## src/rtl/seq_divider_20bit.sv

```systemverilog
// Multi-cycle signed divider: restoring shift-and-subtract, one quotient bit per clock.
// The start/busy/done handshake drives it; quo/rem/dz/v are held until the next result.
module seq_divider_20bit #(
  parameter int unsigned WIDTH = 20
) (
  input  logic             clk,
  input  logic             rst_n,
  input  logic             start,
  input  logic [WIDTH-1:0] dividend,
  input  logic [WIDTH-1:0] divisor,
  output logic             busy,
  output logic             done,
  output logic [WIDTH-1:0] quo,
  output logic [WIDTH-1:0] rem,
  output logic             dz,
  output logic             v
);

  localparam int unsigned CW = $clog2(WIDTH);

  typedef enum logic [1:0] {IDLE, CALC, SIGN, DONE} state_t;

  state_t           state;
  logic [WIDTH:0]   r;
  logic [WIDTH:0]   dmag;
  logic [WIDTH-1:0] qm;
  logic [WIDTH-1:0] n_q;
  logic [CW-1:0]    cnt;
  logic             sn;
  logic             sq;
  logic             dz_p;
  logic             v_p;

  logic [WIDTH-1:0] nabs_c;
  logic [WIDTH-1:0] dabs_c;
  logic [WIDTH:0]   r_sh_c;
  logic [WIDTH+1:0] t_c;
  logic [WIDTH-1:0] quo_c;
  logic [WIDTH-1:0] rem_c;
  logic             ovf_c;

  // Magnitudes: the negation of -2^(WIDTH-1) reads correctly as an unsigned WIDTH-bit value.
  always_comb begin
    nabs_c = dividend[WIDTH-1] ? (~dividend + WIDTH'(1)) : dividend;
    dabs_c = divisor[WIDTH-1]  ? (~divisor + WIDTH'(1))  : divisor;
    r_sh_c = {r[WIDTH-1:0], qm[WIDTH-1]};
    t_c    = {1'b0, r_sh_c} - {1'b0, dmag};
    quo_c  = sq ? (~qm + WIDTH'(1)) : qm;
    rem_c  = sn ? (~r[WIDTH-1:0] + WIDTH'(1)) : r[WIDTH-1:0];
    ovf_c  = (dividend == {1'b1, {(WIDTH-1){1'b0}}}) && (&divisor);
  end

  always_ff @(posedge clk) begin
    if (!rst_n) begin
      state <= IDLE;
      busy  <= 1'b0;
      done  <= 1'b0;
      quo   <= '0;
      rem   <= '0;
      dz    <= 1'b0;
      v     <= 1'b0;
      r     <= '0;
      dmag  <= '0;
      qm    <= '0;
      n_q   <= '0;
      cnt   <= '0;
      sn    <= 1'b0;
      sq    <= 1'b0;
      dz_p  <= 1'b0;
      v_p   <= 1'b0;
    end else begin
      done <= 1'b0;
      case (state)
        IDLE: begin
          if (start) begin
            n_q   <= dividend;
            dmag  <= {1'b0, dabs_c};
            qm    <= nabs_c;
            r     <= '0;
            cnt   <= '0;
            sn    <= dividend[WIDTH-1];
            sq    <= dividend[WIDTH-1] ^ divisor[WIDTH-1];
            dz_p  <= (divisor == '0);
            v_p   <= ovf_c;
            busy  <= 1'b1;
            state <= (divisor == '0) ? SIGN : CALC;
          end
        end
        CALC: begin
          cnt <= cnt + CW'(1);
          if (!t_c[WIDTH+1]) begin
            r  <= t_c[WIDTH:0];
            qm <= {qm[WIDTH-2:0], 1'b1};
          end else begin
            r  <= r_sh_c;
            qm <= {qm[WIDTH-2:0], 1'b0};
          end
          if (cnt == CW'(WIDTH - 1)) state <= SIGN;
        end
        SIGN: begin
          quo   <= dz_p ? '0  : quo_c;
          rem   <= dz_p ? n_q : rem_c;
          dz    <= dz_p;
          v     <= dz_p ? 1'b0 : v_p;
          busy  <= 1'b0;
          done  <= 1'b1;
          state <= DONE;
        end
        DONE: begin
          state <= IDLE;
        end
        default: begin
          state <= IDLE;
        end
      endcase
    end
  end

endmodule

```

## config.mk

```make
export PLATFORM = sky130hd
export DESIGN_NAME = seq_divider_20bit
export DESIGN_NICKNAME = d
export VERILOG_FILES = /design/src/rtl/seq_divider_20bit.sv
export SDC_FILE = /design/constraint.sdc
export NUM_CORES = 1
export LEC_CHECK = 0
export CORE_ASPECT_RATIO = 1.2
export CORE_MARGIN = 2
export CORE_UTILIZATION = 52
export DETAILED_ROUTE_END_ITERATION = 8
export PLACE_DENSITY = 0.74
export SYNTH_ARGS = -nofsm -noshare
export SYNTH_HDL_FRONTEND = slang
export SYNTH_SLANG_ARGS = --single-unit
export TNS_END_PERCENT = 5
```

## constraint.sdc

```tcl
create_clock -name clk -period 2.3 [get_ports clk]
set_input_delay 0.46 -clock clk [delete_from_list [all_inputs] [get_ports clk]]
set_output_delay 0.46 -clock clk [all_outputs]
set_load 0.005 [all_outputs]
```

==> run_results.csv, run 1 <==
group,metric,value,unit
status,status,"finished, violations left",
status,violations,"negative setup slack",
placed_design,dpl_cell_area,10190,um^2
synth,netlist_top_cells_count,"nand2_1 (181), dfxtp_1 (134), o21ai_0 (69), xor2_1 (61), inv_1 (50)",
route,first_pass_iters,5,
layout,regArea,2709,um^2
min_path,hold_path.class,"input pin to flip-flop",
layout,final_nets,1284,
synth,ys_seq_area_frac,0.3268,
global_routing,overflow,0,
synth,ys.flop_type,"dfxtp_1",
critical_path,reg2regPathDepth,9,
critical_path,r2r_slack,-0.08,ns
clocking,clock_path_buffers,2,
critical_path,worst_setup_path_start_kind,"input pin",
power_and_ir_drop,p_leak,4.549,nW
route,viasPerCell,5.662,
synth,synth_area,8208,um^2
global_routing,grt-busiest-layer,"met2",
floorplanning,initial_core_util,0.5290,
critical_path,worstSetupStartpoint,"dividend[0]",
synth,synth_top_area_share,0.3268,
clocking,insertion_delay,0.44,ns
layout,design_area,11120,um^2
route,post_drt_wl_per_cell,16.77,um
synth,avgSynthCellArea,7.938,um^2
floorplanning,coreArea,15510,um^2
clocking,cts_sinks,134,
clocking,hold_buffers,0,
sta,fin_skew,0.01405,ns
route,postRouteAntennaNets,0,
floorplanning,die_width,118.7,um
route,vias,8108,
global_routing,antenna_found_initial,0,
floorplanning,io_pins,87,
clocking,root_buffer,"clkbuf_16",
sta,min_period_over_period,1.061,
clocking,cts_inserted_buffers,17,
synth,yosysTopAreaCell,"dfxtp_1",
clocking,clk_pin_slew,0.06,ns
sta,drv_slew,0,
global_routing,grt_pass1_wl,38530,um
sta,rsz0062_at_grt,"yes",
sta,worstMarginPinSlew,0.7543,ns
floorplanning,fp.dieH,141.6,um
placed_design,place_congestion,0.9103,
critical_path,worstPathArrival,2.79,ns
synth,syn_nets,1107,
sta,hold_viol_final,0,
synth,synth_edf_count,0,
clocking,htree_levels,4,
layout,antenna_cells,0,
route,drtIter0Drc,637,
floorplanning,row_count,50,
job,cap_violations,0,
route,drc,0,
critical_path,cp-end-kind,"flip-flop",
sta,setup_ws,-0.1401,ns
power_and_ir_drop,total_power,0.01023,W
route,wirelength,24020,um
power_and_ir_drop,max-vdd-ir-drop,0.5939,mV
critical_path,r2r-end,"rem[19]",
critical_path,worstReg2RegStart,"r[4]",
global_routing,met1_usage,0.3247,
synth,synth_area_leaders,"dfxtp_1 (33%), nand2_1 (8.3%), xor2_1 (6.5%)",
layout,area.growth.synth_to_final,35.50,%
critical_path,crit_required,2.65,ns
layout,multi_input_area,5454,um^2
synth,synth_cell_types,70,
global_routing,grtUsageTotal,0.2865,
critical_path,crit_type,"input pin to flip-flop",
sta,relSlewSlack,0.4964,
synth,async_flop_share,0,
sta,fmax,0.4098,GHz
global_routing,grt_max_degree,79,
clocking,cts_tree,"done",
placed_design,port_buffers,86,
sta,fin_tns_setup,-0.3583,ns
layout,drive_above_1_share,0.2010,
layout,final_core_util,0.7169,
layout,num-fill-cells,1271,
synth,syn_inst,1034,
power_and_ir_drop,power_density,919.4,nW/um^2
global_routing,met3_usage,0.05185,
sta,fin_crit,2.440,ns
synth,synth_most_common_cell,"nand2_1",
global_routing,grt_pass1_vias,7763,
critical_path,endpoint,"qm[13]",
floorplanning,die_area,16810,um^2
synth,ys_warn_count,0,
synth,synth-seq-cells,134,
global_routing,grt_util_met2,0.4985,
critical_path,path_max_fanout,5,
placed_design,post-dp-hpwl,17490,um
sta,setup_viol,8,
sta,whs,0.4309,ns
[where the power goes]
part	internal [W]	switching, W	total [W]
Combinational	0.00195	0.00243	0.00438
Sequential	0.00271	0.000363	0.00308
Clock	0.00166	0.00111	0.00277
Total	0.00633	0.00390	0.0102
[repair_timing]
action,4_1_cts,5_1_grt
setup buffers,1,0
resized for setup,55,31
pin swaps,13,18
endpoints found under the setup margin,37,54
hold endpoints to repair,0,0
[metal layers]
| metal | part of all wire | vias to the layer above |
|---|---|---|
| li1 | - | 3984 |
| met1 | 0.40 | 3815 |
| met2 | 0.50 | 236 |
| met3 | 0.044 | 73 |
| met4 | 0.060 | 0 |
| met5 | 0 | - |
[critical path, stage by stage]
cell and delay (ns):
clkdlybuf4s50_1 0.44, or4_4 0.56, or3_4 0.35, nand2b_4 0.18, o41ai_4 0.30, xor2_1 0.11, o21ai_1 0.17, nand2_1 0.07
a21boi_1 0.15
[flip-flops by register name, indices dropped and copies added, names as in the netlist, 2 cells and up]
register,cells
cnt,5
dmag,20
n_q,20
qm,20
quo,20
r,20
rem,20
state,2
[final cells by class]
class | count | area share
multi-input cells | 791 | 0.4904
flip-flops and latches | 134 | 0.2436
repair buffers | 216 | 0.1712
clock buffers | 19 | 0.04072
well taps | 208 | 0.02340
inverters | 51 | 0.01766
clock inverters | 13 | 0.01305
[cells in the final DEF, fill, tap and decap left out, types with 5 or more instances in the layout]
| cell type | netlist | layout |
|---|---|---|
| nand3b_1 | 6 | 6 |
| o211a_1 | 22 | 22 |
| nor2_1 | 40 | 40 |
| nor2b_1 | 30 | 28 |
| mux2i_1 | 17 | 17 |
| ha_4 | 0 | 7 |
| dfxtp_1 | 134 | 121 |
| nand2b_1 | 11 | 9 |
| o22ai_1 | 5 | 5 |
| o31ai_2 | 0 | 5 |
| a21o_1 | 6 | 6 |
| o211ai_1 | 11 | 11 |
| clkbuf_16 | 0 | 17 |
| clkinv_4 | 0 | 5 |
| xnor2_1 | 24 | 24 |
| dfxtp_2 | 0 | 9 |
| inv_2 | 0 | 5 |
| nand4_1 | 11 | 11 |
| o21ai_1 | 7 | 15 |
| clkdlybuf4s50_1 | 0 | 84 |
| a21oi_1 | 37 | 36 |
| and2_1 | 13 | 12 |
| o31ai_1 | 19 | 14 |
| or4_1 | 8 | 7 |
| or3_1 | 12 | 8 |
| inv_1 | 50 | 43 |
| o21ai_0 | 69 | 58 |
| buf_12 | 0 | 5 |
| nand3_1 | 43 | 41 |
| nand2_1 | 181 | 180 |
| nor3_1 | 12 | 10 |
| xor2_1 | 61 | 61 |
| a21boi_0 | 42 | 39 |
| buf_4 | 1 | 122 |
| ha_1 | 29 | 22 |
[stage by stage]
step                      worst slack, ns  cells
after CTS                        -0.06549   1432
final                             -0.1401   1432
after global routing              -0.2123   1432
after global placement            -0.5341   1399
after detailed placement          -0.6109   1399
after floorplan                  -0.02558   1034
[worst min-delay path by stage]
stage	from	end	slack, ns	cells past startpoint
finish	rst_n	n_q[19]	0.43	2
global route	rst_n	n_q[1]	0.44	2
CTS	rst_n	n_q[19]	0.42	2
detailed placement	n_q[15]	n_q[15]	0.46	2
global placement	n_q[16]	n_q[16]	0.45	2
floorplan	n_q[16]	n_q[16]	0.44	2
[cells by family after synthesis]
| logic type | synth area share |
|---|---|
| muxes | 0.02073 |
| AOI/OAI and AO/OA | 0.2305 |
| and+or+nand+nor | 0.2320 |
| DFF | 0.3268 |
| xor gates and xnor gates | 0.09070 |
| adders and majority gates | 0.04665 |
| buffers and inverters | 0.05259 |
Power figures use the tool's default switching activity.
==> run 2, diff against run 1 <==
- CORE_MARGIN: 2 -> 3
- CORE_UTILIZATION: 52 -> 58
- PLACE_DENSITY: 0.74 -> 0.78
- clock period: 2.3 -> 2.69 ns (I/O delays scaled with it)
==> run_results.csv, run 2 (synthesized netlist as in run 1, its figures left out) <==
group,metric,value,unit
floorplanning,fp.dieH,136.3,um
route,viasPerCell,5.876,
critical_path,reg2regPathDepth,10,
clocking,root_buffer,"clkbuf_16",
status,status,"completed",
layout,drive_above_1_share,0.1273,
layout,final_nets,1246,
layout,num-fill-cells,1061,
critical_path,r2r_slack,0.08,ns
global_routing,grt_max_degree,63,
sta,fin_crit,2.615,ns
critical_path,r2r-end,"r[2]",
power_and_ir_drop,p_seq_frac,0.314,
floorplanning,die_width,114.6,um
power_and_ir_drop,power.internal,0.005174,W
clocking,clock_path_buffers,2,
clocking,cts_sinks,134,
sta,hold_viol_final,0,
sta,fmax,0.3825,GHz
min_path,hold_path.class,"flip-flop to flip-flop",
critical_path,cp-end-kind,"flip-flop",
route,vias,7979,
min_path,holdCritStartpoint,"n_q[9]",
placed_design,port_buffers,86,
sta,drv_slew,0,
sta,rsz0062_at_grt,"yes",
sta,setup_ws,0.07549,ns
min_path,whs_endpoint,"n_q[9]",
placed_design,place_inst,1320,
critical_path,worstPathArrival,2.94,ns
clocking,cts_tree,"done",
min_path,hold_depth,2,
global_routing,grt_pass1_vias,7600,
power_and_ir_drop,power.switching,0.003277,W
layout,final_common_cell,"nand2_1",
floorplanning,row_count,47,
route,post_drt_wl_per_cell,17.23,um
route,wirelength,23400,um
global_routing,grt_pass1_wl,37470,um
sta,worstMarginPinSlew,0.7735,ns
power_and_ir_drop,switching_share,0.3878,
layout,final_cell_mix,"nand2_1 (181), dfxtp_1 (133), buf_4 (88)",
power_and_ir_drop,p_leak,4.270,nW
critical_path,worst_setup_path_start_kind,"flip-flop",
placed_design,post-dp-hpwl,16970,um
critical_path,worstReg2RegStart,"dmag[6]",
global_routing,antenna_found_initial,1,
critical_path,crit_type,"flip-flop to flip-flop",
clocking,htree_levels,4,
sta,setup_viol,0,
job,cap_violations,0,
critical_path,path_max_fanout,8,
clocking,clk_pin_slew,0.07,ns
route,first_pass_iters,8,
placed_design,place_ws,-0.2812,ns
route,postRouteAntennaNets,0,
power_and_ir_drop,power_density,809.9,nW/um^2
critical_path,crit_required,3.01,ns
power_and_ir_drop,pwr-share-clk,0.286,
global_routing,grtUsageTotal,0.3018,
floorplanning,die_area,15620,um^2
route,drtIter0Drc,579,
sta,relSlewSlack,0.4843,
floorplanning,coreArea,13820,um^2
global_routing,overflow,0,
layout,area.growth.synth_to_final,27.13,%
route,drc,0,
placed_design,place_congestion,0.9015,
clocking,cts_inserted_buffers,17,
power_and_ir_drop,comb_power_share,0.399,
power_and_ir_drop,max-vdd-ir-drop,0.6207,mV
floorplanning,io_pins,87,
sta,fin_skew,0.008228,ns
sta,min_period_over_period,0.9719,
layout,instances_no_fill,1358,
clocking,insertion_delay,0.43,ns
floorplanning,initial_core_util,0.5939,
==> run 2: power groups by stage <==
stage / Sequential (W) / Clock [W] / Combinational [W]
after floorplan: 0.00257 / 0 / 0.00228
after global placement: 0.00267 / 0 / 0.00318
after detailed placement: 0.00269 / 0 / 0.00325
after CTS: 0.00265 / 0.00243 / 0.00328
after global routing: 0.00270 / 0.00253 / 0.00371
final: 0.00266 / 0.00242 / 0.00337
==> run 2: what timing repair did <==
item / 4_1_cts / 5_1_grt
hold buffers: 0 / 0
gates resized for setup: 1 / 12
setup endpoints to repair: 2 / 19
setup buffers: 0 / 4
gates cloned: 0 / 1
pin swaps: 0 / 1
==> run 2: cell type report <==
class / instances / area (um^2) / share of cell area
diodes: 1 / 2.502 / 0.0002398
multi-input cells: 792 / 5167 / 0.4952
flip-flops and latches: 134 / 2684 / 0.2572
repair buffers: 177 / 1568 / 0.1502
clock inverters: 15 / 182.7 / 0.01751
inverters: 51 / 191.4 / 0.01835
well taps: 171 / 214.0 / 0.02050
clock buffers: 17 / 425.4 / 0.04077
==> run 2: worst max-delay path by stage <==
stage                startpoint     end  slack (ns)  cells past startpoint
finish                  dmag[6]    r[2]        0.08                     10
global route            dmag[6]    r[2]       -0.05                     10
CTS                     dmag[6]    r[2]        0.03                     10
detailed placement  dividend[0]  qm[16]       -0.28                     11
global placement    dividend[0]  qm[13]       -0.24                      9
floorplan                  r[6]    r[1]        0.16                      9
==> run 2: per-layer routing <==
| layer | wire length (um) | track usage |
|---|---|---|
| met5 | 0 | 0 |
| met4 | 1070 | 0.1564 |
| met3 | 1046 | 0.04586 |
| met2 | 11790 | 0.5362 |
| met1 | 9486 | 0.3464 |
==> run 2: through the flow <==
step | hold WS [ns] | setup TNS [ns] | utilization | power, W | instance area [um^2]
after floorplan | 0.4390 | 0 | - | 0.004854 | 8208
after global placement | 0.4466 | -2.505 | 0.7031 | 0.005851 | 9717
after detailed placement | 0.4555 | -3.759 | 0.7031 | 0.005933 | 9717
after CTS | 0.4647 | 0 | 0.7471 | 0.008357 | 10320
after global routing | 0.4894 | -0.1359 | 0.7551 | 0.008944 | 10440
final | 0.4664 | 0 | 0.7551 | 0.008452 | 10440
==> run 2: critical path, stage by stage, from the launching register on <==
cell      delay (ns)
dfxtp_1         0.32
inv_1           0.06
ha_1            0.31
a211oi_2        0.23
nor2_1          0.09
a2111o_1        0.43
o221ai_4        0.21
a21oi_4         0.13
a31o_4          0.31
buf_4           0.15
o311ai_1        0.26
==> run 3, diff against run 2 <==
- CORE_UTILIZATION: 58 -> 52
- CTS_CLUSTER_SIZE: default -> 20
- PLACE_DENSITY: 0.78 -> 0.74
- clock period: 2.69 -> 2.4 ns (I/O delays scaled with it)
==> run_results.csv, run 3 (synthesized netlist as in run 1, its figures left out) <==
group,metric,value,unit
floorplanning,coreArea,15200,um^2
layout,num-fill-cells,1204,
route,routed.top_layer,"met4",
route,wirelength,24180,um
layout,final_nets,1283,
route,met3_length,1081,um
sta,min_period_over_period,1.008,
min_path,hold_path.class,"flip-flop to flip-flop",
sta,worstMarginPinSlew,0.8369,ns
layout,design_area,11030,um^2
job,cap_violations,0,
route,post_drt_wl_per_cell,16.94,um
sta,drv_slew,0,
layout,area.growth.synth_to_final,34.44,%
critical_path,crit_chain,"ha_4 > and4_4 > a2111o_1 > o221ai_4 > a21oi_4 > a31oi_4 > buf_6 > a32oi_1 > o31ai_1",
sta,setup_ws,-0.01836,ns
critical_path,max_stage_delay,0.46,ns
power_and_ir_drop,power_density,869.8,nW/um^2
power_and_ir_drop,p_leak,4.525,nW
sta,rsz0062_at_grt,"yes",
layout,antenna_cells,0,
sta,relSlewSlack,0.4413,
route,first_pass_iters,5,
route,vias,8168,
route,drtIter0Drc,606,
power_and_ir_drop,comb_power_share,0.426,
floorplanning,die_area,17330,um^2
critical_path,critPathTopFamily,"compound AO/OA/AOI/OAI gates",
clocking,cts_inserted_buffers,17,
sta,fmax,0.4135,GHz
placed_design,place_congestion,0.9546,
floorplanning,die_width,120.7,um
clocking,hold_buffers,0,
placed_design,port_buffers,86,
floorplanning,io_pins,87,
clocking,insertion_delay,0.43,ns
power_and_ir_drop,p_seq_frac,0.307,
floorplanning,initial_core_util,0.5398,
layout,drive_above_1_share,0.1897,
route,wl_met2,12100,um
global_routing,grt_pass1_vias,7969,
critical_path,worstPathArrival,2.76,ns
critical_path,r2r_slack,-0.02,ns
critical_path,path_max_fanout,7,
route,viasPerCell,5.724,
global_routing,grt_pass1_wl,38720,um
power_and_ir_drop,power.internal,0.005803,W
status,violations,"negative setup slack",
clocking,htree_levels,4,
route,wl_met1,9890,um
status,status,"finished, violations left",
layout,final_common_cell,"nand2_1",
power_and_ir_drop,max-vdd-ir-drop,0.5086,mV
layout,final_cell_mix,"nand2_1 (178), dfxtp_1 (126), buf_4 (119)",
placed_design,post-dp-hpwl,17460,um
critical_path,slowest_stage,"a2111o_1",
power_and_ir_drop,switching_share,0.3954,
critical_path,worst_setup_path_start_kind,"flip-flop",
critical_path,path_buf_inv,1,
critical_path,cp-end-kind,"flip-flop",
clocking,root_buffer,"clkbuf_16",
clocking,clock_path_buffers,2,
sta,fin_skew,0.01075,ns
sta,hold_viol_final,0,
sta,fin_tns_setup,-0.05450,ns
power_and_ir_drop,pwr-share-clk,0.267,
sta,setup_viol,5,
clocking,cts_tree,"done",
global_routing,overflow,0,
global_routing,grt_max_degree,49,
floorplanning,fp.dieH,143.6,um
global_routing,grtUsageTotal,0.2778,
floorplanning,row_count,49,
sta,fin_crit,2.418,ns
critical_path,crit_required,2.74,ns
route,postRouteAntennaNets,0,
power_and_ir_drop,power.switching,0.003795,W
route,drc,0,
global_routing,antenna_found_initial,0,
clocking,clk_pin_slew,0.07,ns
placed_design,dpl_cell_area,10120,um^2
clocking,cts_sinks,134,
critical_path,crit_type,"flip-flop to flip-flop",
run 3: worst reg2reg max path: cells and delay by family (launching register included):
family | cells | cell delay (ns)
and+or+nand+nor | 1 | 0.20
DFF | 1 | 0.36
adders and majority gates | 1 | 0.25
buffers and inverters | 1 | 0.17
AOI/OAI and AO/OA | 6 | 1.36
run 3: layer usage:
metal / global-route usage / up-vias
met2: 0.4851 / 241
met4: 0.1623 / 0
met3: 0.05039 / 60
li1: - / 3989
met5: 0 / -
met1: 0.3182 / 3878
run 3: final timing paths:
kind / startpoint / end / cells after the start
min: n_q[8] / n_q[8] / 2
max reg2reg: r[5] / r[13] / 9
max: r[5] / r[13] / 9
min reg2reg: n_q[8] / n_q[8] / 2
run 3: cell type report:
class / count / area (um^2) / area share
timing repair buffer: 215 / 1888 / 0.1711
clock buffer: 17 / 425.4 / 0.03855
multi-input combinational: 791 / 5428 / 0.4919
tap: 204 / 255.2 / 0.02313
sequential: 134 / 2695 / 0.2442
inverter: 51 / 191.4 / 0.01735
clock inverter: 15 / 151.4 / 0.01372
run 3: power groups by stage:
stage | Sequential [W] | Combinational [W] | Clock [W]
after floorplan | 0.00288 | 0.00258 | 0
after global placement | 0.00295 | 0.00377 | 0
after detailed placement | 0.00297 | 0.00383 | 0
after CTS | 0.00293 | 0.00393 | 0.00257
after global routing | 0.00299 | 0.00449 | 0.00266
final | 0.00295 | 0.00409 | 0.00256
run 3: what timing repair did:
action	4_1_cts	5_1_grt
setup buffers	3	1
resized for setup	33	49
hold endpoints to repair	0	0
endpoints found under the setup margin	31	47
pin swaps	13	29
run 3: through the flow:
stage	hold WS (ns)	cells	power, W	utilization	setup WS (ns)
after floorplan	0.4390	1034	0.005468	-	0.0003999
after global placement	0.4489	1391	0.006721	0.6654	-0.4792
after detailed placement	0.4572	1391	0.006809	0.6654	-0.5277
after CTS	0.4667	1426	0.009440	0.7140	-0.04099
after global routing	0.4866	1427	0.01014	0.7257	-0.1357
final	0.4653	1427	0.009598	0.7257	-0.01836
